`src/rtl/dmem_port.sv`:
```
// -----------------------------------------------------------------------------
// dmem_port
//
// Single-port data memory that responds to the load/store path with a
// valid/ready request/response handshake and a fixed access latency.
// A request is captured in IDLE, waits WAIT_CYCLES cycles in WAIT, and the
// memory access happens on the edge that enters RESP. The response is held
// until the initiator accepts it.
//
// Parameters
//   WIDTH_ADDR   word-index bits, depth = 2**WIDTH_ADDR words
//   WIDTH_DATA   data word width, multiple of 8
//   WAIT_CYCLES  wait states between accept and response (0 allowed)
//
// Ports
//   clk        in   clock, all state on rising edge
//   reset      in   asynchronous active-high reset
//   req_valid  in   request present
//   req_ready  out  responder can accept a request (high only in IDLE)
//   req_we     in   1 = store, 0 = load
//   req_addr   in   byte address; bits above the word index are ignored
//   req_wdata  in   store data
//   req_be     in   store byte enables, bit i covers byte lane i
//   rsp_valid  out  response present (high only in RESP)
//   rsp_ready  in   initiator accepts the response
//   rsp_rdata  out  load data; 0 for stores and misaligned requests
//   rsp_err    out  request address was not word aligned
// -----------------------------------------------------------------------------
module dmem_port #(
    parameter int WIDTH_ADDR  = 6,
    parameter int WIDTH_DATA  = 32,
    parameter int WAIT_CYCLES = 2
) (
    input  logic                    clk,
    input  logic                    reset,
    input  logic                    req_valid,
    output logic                    req_ready,
    input  logic                    req_we,
    input  logic [31:0]             req_addr,
    input  logic [WIDTH_DATA-1:0]   req_wdata,
    input  logic [WIDTH_DATA/8-1:0] req_be,
    output logic                    rsp_valid,
    input  logic                    rsp_ready,
    output logic [WIDTH_DATA-1:0]   rsp_rdata,
    output logic                    rsp_err
);

    localparam int DEPTH  = 2 ** WIDTH_ADDR;
    localparam int NBYTES = WIDTH_DATA / 8;
    localparam int AW     = WIDTH_ADDR + 2;   // byte address bits actually used
    localparam int CNT_W  = (WAIT_CYCLES > 1) ? $clog2(WAIT_CYCLES) : 1;
    localparam logic [CNT_W-1:0] CNT_INIT =
        CNT_W'((WAIT_CYCLES > 0) ? WAIT_CYCLES - 1 : 0);

    typedef enum logic [1:0] {
        IDLE = 2'd0,
        WAIT = 2'd1,
        RESP = 2'd2
    } state_t;

    state_t              state, state_next;
    logic [CNT_W-1:0]    cnt, cnt_next;

    // Captured request
    logic                we_q;
    logic [AW-1:0]       addr_q;
    logic [WIDTH_DATA-1:0] wdata_q;
    logic [NBYTES-1:0]   be_q;

    logic                accept;
    logic                do_access;

    // Values seen by the memory on the access edge
    logic                acc_we;
    logic [AW-1:0]       acc_addr;
    logic [WIDTH_DATA-1:0] acc_wdata;
    logic [NBYTES-1:0]   acc_be;
    logic [WIDTH_ADDR-1:0] acc_idx;
    logic                acc_misaligned;
    logic                mem_we;

    logic [WIDTH_DATA-1:0] mem [DEPTH];

    // Upper address bits intentionally alias onto the word array.
    logic unused_addr_bits;
    assign unused_addr_bits = ^req_addr[31:AW];

    // -------------------------------------------------------------------------
    // FSM: state register and wait counter
    // -------------------------------------------------------------------------
    // NOTE: sequential state uses non-blocking assignments so every register
    // samples the pre-edge values regardless of statement order.
    always_ff @(posedge clk or posedge reset) begin
        if (reset) begin
            state <= IDLE;
            cnt   <= '0;
        end else begin
            state <= state_next;
            cnt   <= cnt_next;
        end
    end

    // NOTE: every signal driven here gets a default first, so no path through
    // the case statement can leave one unassigned and infer a latch.
    always_comb begin
        state_next = state;
        cnt_next   = cnt;
        req_ready  = 1'b0;
        rsp_valid  = 1'b0;
        accept     = 1'b0;
        unique case (state)
            IDLE: begin
                req_ready = 1'b1;
                if (req_valid) begin
                    accept = 1'b1;
                    if (WAIT_CYCLES > 0) begin
                        state_next = WAIT;
                        cnt_next   = CNT_INIT;
                    end else begin
                        state_next = RESP;
                    end
                end
            end
            WAIT: begin
                if (cnt == '0) begin
                    state_next = RESP;
                end else begin
                    cnt_next = cnt - 1'b1;
                end
            end
            RESP: begin
                rsp_valid = 1'b1;
                if (rsp_ready) begin
                    state_next = IDLE;
                end
            end
            default: begin
                state_next = IDLE;
            end
        endcase
    end

    // -------------------------------------------------------------------------
    // Request capture
    // -------------------------------------------------------------------------
    always_ff @(posedge clk or posedge reset) begin
        if (reset) begin
            we_q    <= 1'b0;
            addr_q  <= '0;
            wdata_q <= '0;
            be_q    <= '0;
        end else if (accept) begin
            we_q    <= req_we;
            addr_q  <= req_addr[AW-1:0];
            wdata_q <= req_wdata;
            be_q    <= req_be;
        end
    end

    // -------------------------------------------------------------------------
    // Memory access on the edge entering RESP. With zero wait states that edge
    // is the accept edge itself, so the live request is used instead of the
    // captured copy.
    // -------------------------------------------------------------------------
    assign do_access = (state != RESP) && (state_next == RESP);

    always_comb begin
        acc_we    = we_q;
        acc_addr  = addr_q;
        acc_wdata = wdata_q;
        acc_be    = be_q;
        if (state == IDLE) begin
            acc_we    = req_we;
            acc_addr  = req_addr[AW-1:0];
            acc_wdata = req_wdata;
            acc_be    = req_be;
        end
    end

    assign acc_idx        = acc_addr[AW-1:2];
    assign acc_misaligned = (acc_addr[1:0] != 2'b00);
    // Gate on reset so a store racing an asserted reset never commits.
    assign mem_we         = do_access && acc_we && !acc_misaligned && !reset;

    // NOTE: the storage array has no reset; contents are undefined until
    // written, which keeps it mappable onto plain RAM.
    always_ff @(posedge clk) begin
        if (mem_we) begin
            for (int i = 0; i < NBYTES; i++) begin
                if (acc_be[i]) begin
                    mem[acc_idx][8*i +: 8] <= acc_wdata[8*i +: 8];
                end
            end
        end
    end

    // Response registers: loaded on the access edge, held through RESP.
    always_ff @(posedge clk or posedge reset) begin
        if (reset) begin
            rsp_rdata <= '0;
            rsp_err   <= 1'b0;
        end else if (do_access) begin
            rsp_err <= acc_misaligned;
            if (acc_misaligned || acc_we) begin
                rsp_rdata <= '0;
            end else begin
                rsp_rdata <= mem[acc_idx];
            end
        end
    end

endmodule

```
`config.mk`:
```
export PLATFORM = sky130hd
export DESIGN_NAME = dmem_port
export DESIGN_NICKNAME = d
export VERILOG_FILES = /design/src/rtl/dmem_port.sv
export SDC_FILE = /design/constraint.sdc
export NUM_CORES = 2
export LEC_CHECK = 0
export CAP_MARGIN = 25
export CORE_UTILIZATION = 25
export CTS_BUF_LIST = sky130_fd_sc_hd__clkbuf_8 sky130_fd_sc_hd__clkbuf_16
export DETAILED_ROUTE_END_ITERATION = 6
export GPL_TIMING_DRIVEN = 1
export PLACE_DENSITY = 0.45
export SYNTH_ARGS = -nofsm -noshare
export SYNTH_HDL_FRONTEND = slang
export SYNTH_SLANG_ARGS = --single-unit
```
`constraint.sdc`:
```
create_clock -name clk -period 3.5 [get_ports clk]
set_input_delay 0.35 -clock clk [delete_from_list [all_inputs] [get_ports clk]]
set_output_delay 0.35 -clock clk [all_outputs]
set_load 0.01 [all_outputs]
```
# Yosys cells after proc, flatten, opt, wreduce, memory -nomap -nowiden

Memories as Yosys holds them, arrays and structs flattened.
Cells that the tools add are included.

Word-level logic and storage cells: 54
Memory bits (writable): 2048
Bits in registers: 81
Input port bits: 73
Memories kept: 1
Output and inout port bits: 35

Memory list:

| memory | depth | width | read ports | clocked after Yosys merged registers in | wr ports | RTL line | RTL |
|---|---|---|---|---|---|---|---|
| mem    | 64    | 32    | 1          | 0                                       | 1        | 82       | `logic [WIDTH_DATA-1:0] mem [DEPTH];` |

Eq/ne operators: 5
Multiplexer cells: 28
Add/subtract/negate cells: 1
Reductions and logical operators: 11

Operators by type and width:

| cell                                                            | count |
|---|---|
| 32-bit two-way mux                                              | 2 |
| 1-bit two-way mux                                               | 19 |
| 8-bit two-way mux                                               | 1 |
| 2-bit two-way mux                                               | 3 |
| 2-bit one-hot mux with 3 select lines                           | 1 |
| 2-bit == test, second input constant                            | 2 |
| 1-bit logical AND                                               | 4 |
| 4-bit two-way mux                                               | 1 |
| 2-bit != test, second input constant                            | 2 |
| 2-bit nonzero test                                              | 2 |
| 2-bit by 1-bit == test with 1-bit output, second input constant | 1 |
| 1-bit logical NOT                                               | 2 |
| 2-bit logical NOT                                               | 1 |
| 1-bit one-hot mux with 2 select lines                           | 1 |
| 2-bit AND reduction                                             | 1 |
| 1-bit logical OR                                                | 1 |
| 1-bit subtractor, second input constant                         | 1 |

# Logic depth before layout (Yosys ltp)

Depth after elaboration: 9
Mapped depth: 13

# Worst setup path before layout

OpenSTA, ideal clock, no wires.

Path type: register to register
Start: reg state[0]
End: mem mem[13][16] (enable)
Required time: 3.117 ns
Setup time: 0.383 ns
Setup slack: 0.319 ns
Data arrival time: 2.798 ns
Stages on the path, launching flop included: 10
Cells stage by stage: dfrtp_1 -> buf_2 -> buf_6 -> buf_2 -> or4b_2 -> o21ai_0 -> nand2_1 -> clkbuf_1 -> buf_1 -> nor3_1

Cells in the longest elaborated chain, start to end: 9
Elaborated cells between the ends (all ways): 21

Ends and longest elaborated chain:

| element                                 | RTL line | RTL |
|---|---|---|
| start: declaration                      | 61       | `state_t state, state_next;` |
| start signal: assignment                | 98       | `state <= state_next;` |
| 2-bit == test (tied with other cells)   | 111      | `unique case (state)` |
| 2-bit one-hot mux with 3 select lines   | 111      |  |
| 2-bit == test                           | 165      | `assign do_access = (state != RESP) && (state_next == RESP);` |
| 1-bit logical AND                       | 165      |  |
| 1-bit logical AND (3 in a row)          | 183      | `assign mem_we = do_access && acc_we && !acc_misaligned && !reset;` |
| 1-bit two-way mux                       | 188      | `if (mem_we) begin` |
| 1-bit two-way mux (not written as such) | 191      | `mem[acc_idx][8*i +: 8] <= acc_wdata[8*i +: 8];` |
| end: declaration                        | 82       |  |

Several ways; a longest one is shown, not always the timed one.

# Worst setup path after layout

Start: reg state[1]
End: reg rsp_rdata[15]

Cells in the longest elaborated chain, start to end: 5
Elaborated cells between the ends (all ways): 16

Ends and longest elaborated chain:

| element                                                                    | RTL line | RTL |
|---|---|---|
| parallel branches: the longest is 5 deep, another holds memory 64 x 32 bit | -        |  |
| end signal: assignment                                                     | 207      | `rsp_rdata <= mem[acc_idx];` |
| end: declaration                                                           | 44       | `output logic [WIDTH_DATA-1:0] rsp_rdata,` |

Several ways; the timed one is not identified.
A chain may end at the register's enable or synchronous reset.

==> qor.txt <==
OUTCOME
----------------------------------------------------------------------------------------
Status                                                                      finished, final reports clean

DRT
----------------------------------------------------------------------------------------
DRC violations left                                                                    0
DR iter-0 viols                                                                     5804
Routed Wire Length                                                             300000 um
Remaining number of nets flagged by the antenna check after routing                    0
First-pass detailed-route iteration total                                              6
Average detailed-routed wire length per instance                                 28.0 um
Via-per-instance ratio                                                              5.00
Count of vias placed by the detailed router                                        53653

PWR
----------------------------------------------------------------------------------------
Total leakage power                                                              34.7 nW
Peak ir drop on the vdd network                                               0.000826 V
Power per Cell Area                                                          889 nW/um^2

SYNTHESIS
----------------------------------------------------------------------------------------
Share of synthesized area occupied by flip-flops and latches                       78.3%
Post-synthesis cell count                                                           5284
Yosys warnings                                                                         0
Ys async rst share                                                                 3.80%
Distinct cell type count after synthesis                                              80
Prevailing post-synth register cell                                         sky130_fd_sc_hd__edfxtp_1
Synthesized area per cell                                                     15.4 sq um
Synth Net Count                                                                     5357
Combined area of all synthesized cells                                       81200 sq um
Count of state elements after synthesis                                             2129
Number of synthesized flops with an enable pin                                      2048

LAYOUT
----------------------------------------------------------------------------------------
Share of post-route cells with drive strength above 1                              23.1%
Growth of design area from synthesis to finish                                     26.9%
Design Area, Final                                                          103000 sq um
Total number of nets in the final design                                            6298

PLACE
----------------------------------------------------------------------------------------
Final weighted congestion in routability-driven placement                          0.832
Count of buffers from port buffering                                                  83
Total placed instance area                                                   95600 sq um
Detail Placement HPWL                                                          200000 um

CTS
----------------------------------------------------------------------------------------
Clock tree from TritonCTS                                                          built
Reg clk slew, reported paths                                                       60 ps
CTS sink count                                                                      2129
Post-CTS Hold Fix Bufs                                                                 0
Clock Tree Root                                                             sky130_fd_sc_hd__clkbuf_16
Later-pin clock latency in the skew report                                        900 ps
Clock tree buffer depth                                                                3
CTS Buf Count                                                                        226
H-tree depth reported by CTS                                                           4

CRITICAL PATH
----------------------------------------------------------------------------------------
Cell-by-cell listing of the critical path                                   buf_4 > o21ba_2 > a22oi_2 > buf_4 > buf_12 > buf_4 > o22ai_1 > a31oi_1 > nand3_2 > a221o_2 > o31ai_2
Critical path class                                                              reg2reg
Worst path slowest cell                                                     sky130_fd_sc_hd__a221o_2
Nature of the critical path endpoint                                           flip-flop
Crit-path max cell delay                                                          500 ps
Worst R2R Path Depth                                                                  11
Critical path arrival                                                            4240 ps
Levels on crit path                                                                   11
Worst path buffer plus inverter count                                                  4
Cell type with the highest occurrence count on the critical path            sky130_fd_sc_hd__buf_4
Endpoint required time on the critical path                                      4300 ps
Cell family with the largest share of critical-path delay                   compound AO/OA/AOI/OAI gates
Critical Path Start Type                                                       flip-flop
Worst-path maximum fanout                                                             19

FLOORPLANNING
----------------------------------------------------------------------------------------
Floorplan die width                                                               572 um
Number of placement rows                                                             208
Boundary pin count                                                                   108
Die height                                                                        572 um
Die Area                                                                    327000 sq um
Starting density of the core                                                       25.2%
Core Box Area                                                               322000 sq um

STA
----------------------------------------------------------------------------------------
Shortest period the worst path allows                                            3440 ps
Slew Limit Headroom                                                                32.3%
Portion of the clock cycle consumed by the worst path in the final layout          98.4%
Hold violation count in the final report                                               0
Actual slew at the worst max-slew pin                                            1010 ps
Final max-slew violation count                                                         0
Final setup viols                                                                      0
Skew final                                                                       47.7 ps
Unrepaired setup endpoints after global routing                                       no
Achievable frequency                                                           0.290 GHz
Hold WS                                                                          50.8 ps

GLOBAL ROUTE
----------------------------------------------------------------------------------------
Met3 demand-to-capacity share in global routing                                    2.35%
Met2 track utilization from global routing                                         29.7%
Congestion Overflow GR                                                                 0
Overall global routing resource usage                                              18.1%
Most used routing layer in global routing                                           met2
Largest net degree at the start of global routing                                     65
First-pass GRT wire length                                                     421000 um
Vias in the first global route                                                     52660
Met1 layer usage reported by global route                                          25.3%
Initial antenna violation count                                                       10

FLOW RUN
----------------------------------------------------------------------------------------
Max-Cap Viols                                                                          0

MIN PATH
----------------------------------------------------------------------------------------
Hold WC Path Type                                                               in2async

==> path summary, 6_finish.rpt <==
| kind | from | slack [ps] | end |
|---|---|---|---|
| max in group asynchronous | reset | 2690 | rsp_rdata[18]$_DFFE_PP0P_ |
| worst max register to register | state[1]$_DFF_PP0_ | 60 | rsp_rdata[15]$_DFFE_PP0P_ |
| min in group clk | req_addr[1] | 80 | addr_q[1]$_DFFE_PP0P_ |
| worst max-delay path | state[1]$_DFF_PP0_ | 60 | rsp_rdata[15]$_DFFE_PP0P_ |
| worst min-delay path | reset | 50 | addr_q[3]$_DFFE_PP0P_ |
| worst min register to register | addr_q[7]$_DFFE_PP0P_ | 500 | addr_q[7]$_DFFE_PP0P_ |
==> placed cells by master, fill, tap and decap left out, types with 14 or more instances in the layout <==
cell type	count
sky130_fd_sc_hd__edfxtp_1	2048
sky130_fd_sc_hd__buf_4	833
sky130_fd_sc_hd__nand2_1	642
sky130_fd_sc_hd__o22ai_1	543
sky130_fd_sc_hd__nor3_1	254
sky130_fd_sc_hd__nor2_1	234
sky130_fd_sc_hd__a21oi_1	228
sky130_fd_sc_hd__clkbuf_16	226
sky130_fd_sc_hd__buf_12	176
sky130_fd_sc_hd__mux2i_1	84
sky130_fd_sc_hd__nand3_1	83
sky130_fd_sc_hd__clkdlybuf4s50_1	83
sky130_fd_sc_hd__dfrtp_1	80
sky130_fd_sc_hd__a32oi_1	67
sky130_fd_sc_hd__inv_1	63
sky130_fd_sc_hd__a31oi_1	61
sky130_fd_sc_hd__nor4_1	52
sky130_fd_sc_hd__mux2_2	48
sky130_fd_sc_hd__clkinv_1	47
sky130_fd_sc_hd__clkinv_2	41
sky130_fd_sc_hd__nand2_2	40
sky130_fd_sc_hd__and3_1	39
sky130_fd_sc_hd__a32o_1	38
sky130_fd_sc_hd__o41ai_1	32
sky130_fd_sc_hd__o21ai_0	31
sky130_fd_sc_hd__o31ai_1	24
sky130_fd_sc_hd__o221ai_1	21
sky130_fd_sc_hd__a211oi_1	21
sky130_fd_sc_hd__or4_1	15
sky130_fd_sc_hd__bufinv_16	14
==> sequential cells by signal, summed over array words and instances (netlist names) <==
register,cells
wdata_q,32
addr_q,8
rsp_rdata,32
state,2
cnt,1
we_q,1
mem,2048
rsp_err,1
be_q,4
==> power breakdown <==
group	switching, mW	internal, mW
combinational	23.1	11.5
clock	10.3	13.0
sequential	0.490	33.2
==> cells by family (layout without fill, tap and decap cells) <==
family | Yosys count | after routing | synth area share, %
and+or+nand+nor | 1432 | 1432 | 7.77
buffers and inverters | 387 | 1523 | 2.29
DFF | 2129 | 2129 | 78.3
muxes | 135 | 135 | 1.74
AOI/OAI and AO/OA | 1201 | 1201 | 9.93
other | 0 | 2 | 0
==> area by class of cell <==
cell class / count / area, sq um
fill: 31624 / 219000
sequential: 2129 / 63500
multi-input combinational: 2768 / 16200
timing repair buffer: 1093 / 10600
clock buffer: 238 / 5820
tap: 4305 / 5390
clock inverter: 185 / 1440
inverter: 7 / 33.8
antenna: 2 / 5.00
==> layer usage <==
| layer | vias to the layer above | routed length (um) |
|---|---|---|
| met2 | 1966 | 143000 |
| met4 | 2 | 6130 |
| li1 | 22892 | - |
| met1 | 28437 | 133000 |
| met5 | - | 11 |
| met3 | 356 | 18700 |
==> synthesized netlist by cell type (7+ instances only) <==
| library cell | number | area (sq um) |
|---|---|---|
| sky130_fd_sc_hd__mux2i_1 | 86 | 861 |
| sky130_fd_sc_hd__o22ai_1 | 543 | 3400 |
| sky130_fd_sc_hd__nand4_1 | 12 | 75.1 |
| sky130_fd_sc_hd__mux2_2 | 48 | 541 |
| sky130_fd_sc_hd__a211oi_1 | 21 | 158 |
| sky130_fd_sc_hd__edfxtp_1 | 2048 | 61500 |
| sky130_fd_sc_hd__o21ai_0 | 31 | 155 |
| sky130_fd_sc_hd__o2111ai_1 | 9 | 78.8 |
| sky130_fd_sc_hd__o221ai_1 | 22 | 193 |
| sky130_fd_sc_hd__clkbuf_1 | 128 | 480 |
| sky130_fd_sc_hd__nor3_1 | 255 | 1280 |
| sky130_fd_sc_hd__buf_6 | 8 | 90.1 |
| sky130_fd_sc_hd__a32o_1 | 38 | 380 |
| sky130_fd_sc_hd__dfrtp_1 | 81 | 2030 |
| sky130_fd_sc_hd__nor2_1 | 241 | 905 |
| sky130_fd_sc_hd__a221oi_1 | 11 | 96.3 |
| sky130_fd_sc_hd__o22a_1 | 9 | 78.8 |
| sky130_fd_sc_hd__and3_1 | 39 | 244 |
| sky130_fd_sc_hd__nor4_1 | 55 | 344 |
| sky130_fd_sc_hd__a21oi_1 | 230 | 1150 |
| sky130_fd_sc_hd__or3_1 | 9 | 56.3 |
| sky130_fd_sc_hd__buf_2 | 176 | 881 |
| sky130_fd_sc_hd__a2111oi_0 | 7 | 61.3 |
| sky130_fd_sc_hd__nand2_1 | 683 | 2560 |
| sky130_fd_sc_hd__a32oi_1 | 67 | 587 |
| sky130_fd_sc_hd__buf_4 | 32 | 240 |
| sky130_fd_sc_hd__nand3_1 | 84 | 420 |
| sky130_fd_sc_hd__o41ai_1 | 39 | 342 |
| sky130_fd_sc_hd__or4_1 | 15 | 113 |
| sky130_fd_sc_hd__a22oi_1 | 13 | 97.6 |
| sky130_fd_sc_hd__o31ai_1 | 25 | 188 |
| sky130_fd_sc_hd__a31oi_1 | 61 | 382 |
| sky130_fd_sc_hd__buf_1 | 36 | 135 |
==> through the flow <==
step | power [mW] | setup WS, ps | std cells | TNS [ps] | utilization (%)
global placement | 68.4 | -364 | 10301 | -3240 | 29.7
floorplan | 48.1 | 319 | 5284 | 0 | -
global route | 94.5 | 12.1 | 10726 | 0 | 32.0
finish | 91.6 | 55.2 | 10727 | 0 | 32.0
CTS | 92.0 | 2.28 | 10725 | 0 | 32.0
detailed placement | 68.6 | -341 | 10301 | -3230 | 29.7
==> repair_timing <==
item | CTS | global route
setup endpoints to repair | 12 | 17
pin swaps | 2 | 2
buffers inserted | 1 | 0
gates resized for setup | 20 | 3
(Power assumes the default switching activity.)
